### src/rtl/seg7_scan_decoder.sv
// seg7_scan_decoder: reads back a multiplexed, active-low 7-segment bus.
// It captures each digit's nibble once the bus has been stable for
// STABLE_CYCLES samples. Illegal patterns set a sticky error flag, and a
// frame pulse is raised once every digit has been captured.
module seg7_scan_decoder #(
  parameter int unsigned NUM_DIGITS    = 4,
  parameter int unsigned STABLE_CYCLES = 4
) (
  input  logic                    clk_i,
  input  logic                    rst_ni,
  input  logic [NUM_DIGITS-1:0]   an_i,
  input  logic [6:0]              seg_i,
  input  logic                    clear_i,
  output logic [4*NUM_DIGITS-1:0] digits_o,
  output logic [NUM_DIGITS-1:0]   valid_o,
  output logic                    err_o,
  output logic                    frame_o
);

  localparam int unsigned SW = NUM_DIGITS + 7;
  localparam int unsigned CW = $clog2(STABLE_CYCLES);
  localparam logic [CW-1:0] CNT_MAX = CW'(STABLE_CYCLES - 1);

  typedef enum logic [1:0] {IDLE, SETTLE, HELD} state_e;

  state_e                  state_q, state_d;
  logic [SW-1:0]           samp_q, samp_d;
  logic [CW-1:0]           cnt_q, cnt_d;
  logic [4*NUM_DIGITS-1:0] digits_q, digits_d;
  logic [NUM_DIGITS-1:0]   valid_q, valid_d;
  logic [NUM_DIGITS-1:0]   seen_q, seen_d;
  logic                    err_q, err_d;
  logic                    frame_q, frame_d;

  logic                    dec_legal, dec_blank;
  logic [3:0]              dec_nib;
  logic [NUM_DIGITS-1:0]   an_sel;
  logic                    changed, capture;

  // True when exactly one anode is driven low.
  function automatic logic onehot_low(input logic [NUM_DIGITS-1:0] an);
    logic [NUM_DIGITS-1:0] a;
    a = ~an;
    return (a != '0) && ((a & (a - 1'b1)) == '0);
  endfunction

  // Segment pattern of the held sample to nibble, with legal/blank flags.
  always_comb begin
    dec_legal = 1'b1;
    dec_blank = 1'b0;
    dec_nib   = '0;
    case (samp_q[6:0])
      7'b1000000: dec_nib = 4'h0;
      7'b1111001: dec_nib = 4'h1;
      7'b0100100: dec_nib = 4'h2;
      7'b0110000: dec_nib = 4'h3;
      7'b0011001: dec_nib = 4'h4;
      7'b0010010: dec_nib = 4'h5;
      7'b0000010: dec_nib = 4'h6;
      7'b0111000: dec_nib = 4'h7;
      7'b0000000: dec_nib = 4'h8;
      7'b0011000: dec_nib = 4'h9;
      7'b0001000: dec_nib = 4'hA;
      7'b0000011: dec_nib = 4'hB;
      7'b1000110: dec_nib = 4'hC;
      7'b0100001: dec_nib = 4'hD;
      7'b0000110: dec_nib = 4'hE;
      7'b0001110: dec_nib = 4'hF;
      7'b1111111: begin
        dec_legal = 1'b0;
        dec_blank = 1'b1;
      end
      default: dec_legal = 1'b0;
    endcase
  end

  // Stability counting, FSM next state, capture and frame tracking.
  always_comb begin
    samp_d   = {an_i, seg_i};
    cnt_d    = cnt_q;
    state_d  = state_q;
    digits_d = digits_q;
    valid_d  = valid_q;
    err_d    = err_q;
    seen_d   = seen_q;
    frame_d  = 1'b0;

    changed = (samp_d != samp_q);
    an_sel  = ~samp_q[SW-1:7];
    // A completed window captures even if the bus moves on that same edge.
    capture = (state_q == SETTLE) && (cnt_q == CNT_MAX);

    if (changed) begin
      cnt_d = '0;
    end else if (cnt_q != CNT_MAX) begin
      cnt_d = cnt_q + 1'b1;
    end

    if (changed) begin
      state_d = onehot_low(an_i) ? SETTLE : IDLE;
    end else if (capture) begin
      state_d = HELD;
    end else if (state_q == IDLE && onehot_low(samp_q[SW-1:7])) begin
      state_d = SETTLE;
    end

    if (capture) begin
      for (int unsigned i = 0; i < NUM_DIGITS; i++) begin
        if (an_sel[i]) begin
          if (dec_legal) begin
            digits_d[4*i +: 4] = dec_nib;
            valid_d[i]         = 1'b1;
          end else begin
            valid_d[i] = 1'b0;
          end
        end
      end
      if (!dec_legal && !dec_blank) begin
        err_d = 1'b1;
      end
      seen_d = seen_q | an_sel;
      if (seen_d == '1) begin
        frame_d = 1'b1;
        seen_d  = '0;
      end
    end

    if (clear_i) begin
      cnt_d    = '0;
      state_d  = IDLE;
      digits_d = '0;
      valid_d  = '0;
      err_d    = 1'b0;
      seen_d   = '0;
      frame_d  = 1'b0;
    end
  end

  // State registers; the sample resets to "all anodes off, blank".
  always_ff @(posedge clk_i or negedge rst_ni) begin
    if (!rst_ni) begin
      state_q  <= IDLE;
      samp_q   <= '1;
      cnt_q    <= '0;
      digits_q <= '0;
      valid_q  <= '0;
      err_q    <= 1'b0;
      seen_q   <= '0;
      frame_q  <= 1'b0;
    end else begin
      state_q  <= state_d;
      samp_q   <= samp_d;
      cnt_q    <= cnt_d;
      digits_q <= digits_d;
      valid_q  <= valid_d;
      err_q    <= err_d;
      seen_q   <= seen_d;
      frame_q  <= frame_d;
    end
  end

  assign digits_o = digits_q;
  assign valid_o  = valid_q;
  assign err_o    = err_q;
  assign frame_o  = frame_q;

endmodule

### config.mk
export PLATFORM = sky130hd
export DESIGN_NAME = seg7_scan_decoder
export DESIGN_NICKNAME = d
export VERILOG_FILES = /design/src/rtl/seg7_scan_decoder.sv
export SDC_FILE = /design/constraint.sdc
export NUM_CORES = 1
export LEC_CHECK = 0
export ABC_AREA = 1
export CORE_MARGIN = 3
export CORE_UTILIZATION = 30
export DETAILED_ROUTE_END_ITERATION = 6
export PLACE_DENSITY = 0.53
export SLEW_MARGIN = 20
export SYNTH_ARGS = -nofsm -noshare
export SYNTH_HDL_FRONTEND = slang
export SYNTH_SLANG_ARGS = --single-unit
export TNS_END_PERCENT = 1
### constraint.sdc
create_clock -name clk_i -period 1.8 [get_ports clk_i]
set_input_delay 0.36 -clock clk_i [delete_from_list [all_inputs] [get_ports clk_i]]
set_output_delay 0.36 -clock clk_i [all_outputs]
set_load 0.03 [all_outputs]
==> metrics <==
number of slew-limit violations in the final report 0; shortest clock period the worst path allows after layout 1.73 ns; netlist area before placement 2180 µm²; growth of design area from synthesis to finish 36.2%; Lkg Pwr 1.50 nW; overall overflow remaining after global route 0; unrepaired setup endpoints after global routing yes; routed length per placed instance 11.6 µm; die area 8320 µm²; wire length of the first global-routing pass 9170 µm; total routing resource utilization after global routing 13.6%; XOR/XNOR share of the synthesized area 4.82%; antenna violations before repair 0; post-layout instance count excluding filler cells 450; TritonCTS Buffers 5; RR Endpoint digits_o[12]; least setup slack across all paths after layout 0.0677 ns; class of the worst hold path input pin to async pin; number of storage elements in the synthesis netlist 41; Site Rows 30; vias per std cell 4.37; Detailed Route Iter0 Violations 91; cts hold-fix bufs 0; number of cells in the design after placement 435; flop2flop setup slack 0.07 ns; worst endpoint required time 1.99 ns; number of unique standard cell types used by synthesis 26; insertion delay of the later-clocked pin in the worst-skew pair 0.29 ns; startpoint types flop; TritonCTS clock tree built; CTS Sinks 41; worst vdd ir 0.343 mV; Mapped Nets 306; number of antenna repair diodes 0; share of the synthesized area in the top cell type 34.4%; CTS HTree Levels 2; most used standard cells in the synthesized netlist sky130_fd_sc_hd__nand2_1 (96), sky130_fd_sc_hd__nor2_1 (49), sky130_fd_sc_hd__nand3_1 (33), sky130_fd_sc_hd__dfrtp_1 (30), sky130_fd_sc_hd__inv_1 (24); fraction of layout instances using a drive strength above 1 19.8%; CP cell instances nor2_2 -> nand2_2 -> nor2_1 -> nor2_1 -> nand2_1 -> nor2_4 -> buf_4 -> nand3_4 -> nand3_1 -> nand2_1; category of the critical setup timing path flop to flop; Initial Util 31.6%; Gate Count Post-Synth 291; dominant combinational cell family by area after synthesis simple AND/OR/NAND/NOR gates; max capacitance violation total 0; antenna-violating nets left 0; startpoint of the worst-slack reg-to-reg timing path samp_q[0]; Avg Inst Size Synth 7.49 µm²; placeable core region 6910 µm²; detailed-route via count 1,966; most repeated cell in the gate-level netlist after synthesis sky130_fd_sc_hd__nand2_1; count of final hold-check violations 0; most instantiated flip-flop cell in the synthesis netlist sky130_fd_sc_hd__dfrtp_1; number of fillers in the final layout 735; length of the first detailed-routing pass in iterations 5; clock slew at the register clock pins of the worst setup and hold paths 0.08 ns; final worst path period share 96.2%; Post-synth EDFFs 0; stage delay of the slowest cell on the critical path 0.60 ns; vias in the first global route 1,979; cell with the largest stage delay on the worst path sky130_fd_sc_hd__dfstp_2; cell types with the largest area share after synthesis sky130_fd_sc_hd__dfrtp_1 (34%), sky130_fd_sc_hd__nand2_1 (17%), sky130_fd_sc_hd__dfstp_2 (13%); pin count of the biggest net entering global routing 42; number of buffers on the longest clock path 2; worst max-slew margin expressed relative to the limit 66.0%; status finished, final reports clean; top-level I/O count 36; Post-Place Setup Slack 0.0283 ns; Die X-Extent 91.2 µm; number of setup violations in the final report 0; compound-gate portion of the synthesized area 3.96%; die boundary height 91.2 µm; PD cells 654 nW/µm²; Synth area leader sky130_fd_sc_hd__dfrtp_1; proportion of synthesized chip area in sequential cells 47.7%; clock root buffer sky130_fd_sc_hd__clkbuf_8; post-synthesis share of cell area spent on full adders, half adders and majority gates 0.574%; # nets final 368; total wirelength of the detailed-routed design 5220 µm; routability congestion estimate from global placement 0.937; critical path data arrival time 1.92 ns; measured slew at the worst slew-check pin 0.510 ns; Synth Area in Simple Gates 36.9%; maximum frequency from static timing analysis 577 MHz; Port Buffer Count 35; worst setup skew after layout 0.00756 ns; number of synthesis warnings 0; R2R depth 10; HPWL after detailed placement 3960 µm; type of destination of the critical path flop; largest fanout of any net on the critical path 8; Async S/R FF share, synth 100%; multiplexer fraction of the synthesized cell area 0.459%; number of remaining DRC errors 0
what timing repair did:
item	4_1_cts	5_1_grt
endpoints found under the setup margin	0	23
buffers inserted	0	6
hold endpoints to repair	0	0
gates resized for setup	0	23
cells by family (layout without fill, tap and decap cells):
group / after synthesis / after routing
adders and majority gates: 1 / 1
DFF: 41 / 41
buffers and inverters: 30 / 92
muxes: 1 / 1
and+or+nand+nor: 190 / 191
AOI/OAI and AO/OA: 16 / 16
xor gates and xnor gates: 12 / 12
final cells by class:
cell class / instances / area [µm²] / share of cell area (%)
clock inverter: 2 / 13.8 / 0.464
sequential: 41 / 1040 / 35.0
inverter: 26 / 97.6 / 3.29
tap: 96 / 120 / 4.05
timing repair buffer: 58 / 518 / 17.4
clock buffer: 6 / 82.6 / 2.78
multi-input combinational: 221 / 1100 / 37.0
critical path: cells and delay by family (launching register included):
kind                   cells  cell delay (ns)
and+or+nand+nor            9             0.89
buffers and inverters      1             0.15
DFF                        1             0.60
placed cells by master, fill, tap and decap left out, drive strengths merged:
cell type | netlist | layout
ha | 1 | 1
clkdlybuf4s50 | 0 | 34
dfrtp | 30 | 30
o41ai | 1 | 1
mux2i | 1 | 1
nand3 | 35 | 36
clkinv | 0 | 2
or2 | 3 | 3
dfstp | 11 | 11
nand4 | 1 | 1
clkbuf | 0 | 6
nand2 | 99 | 99
inv | 26 | 26
nor2 | 51 | 51
o21ai | 12 | 12
a21oi | 1 | 1
o22ai | 2 | 2
nor3 | 1 | 1
buf | 4 | 24
xor2 | 5 | 5
xnor2 | 7 | 7
per-stage QoR:
stage	util [%]	power (mW)	setup TNS [ns]	hold WS (ns)	instance area (µm²)
global route	43.0	2.05	-1.30	0.175	2970
global placement	39.8	1.30	0	0.460	2750
floorplan	-	1.16	0	0.0644	2180
detailed placement	39.8	1.30	0	0.459	2750
finish	43.0	1.94	0	0.119	2970
CTS	41.2	1.95	0	0.138	2840
metal layers:
layer / share of wire [%] / up-vias / track usage, % / wire [µm]
met5: 0 / - / 0 / 0
met2: 49 / 30 / 22.7 / 2550
met4: 0.67 / 0 / 4.02 / 35
li1: - / 1042 / - / -
met3: 3.0 / 2 / 2.82 / 156
met1: 48 / 892 / 17.6 / 2490
where the power goes:
group	internal, mW	leakage [nW]	switching [mW]
clock	0.311	0.0512	0.320
combinational	0.134	0.917	0.189
sequential	0.961	0.532	0.0280
total	1.41	1.50	0.536
flip-flops by register name (all words and copies together) (netlist names):
signal / flops
valid_o: 4
err_o: 1
seen_q: 4
frame_o: 1
cnt_q: 2
samp_q: 11
state_q: 2
digits_o: 16
how the worst max path moves through the flow:
| stage | slack, ns | cells past startpoint | endpoint | from |
|---|---|---|---|---|
| floorplan | 0.16 | 11 | digits_o[0] | samp_q[4] |
| global placement | 0.03 | 9 | state_q[0] | seg_i[4] |
| global route | -0.1 | 10 | digits_o[1] | samp_q[6] |
| detailed placement | 0.03 | 10 | digits_o[4] | samp_q[2] |
| finish | 0.07 | 10 | digits_o[12] | samp_q[0] |
| CTS | 0.01 | 10 | digits_o[4] | samp_q[2] |
No activity file was read; power rests on OpenSTA's default activity.
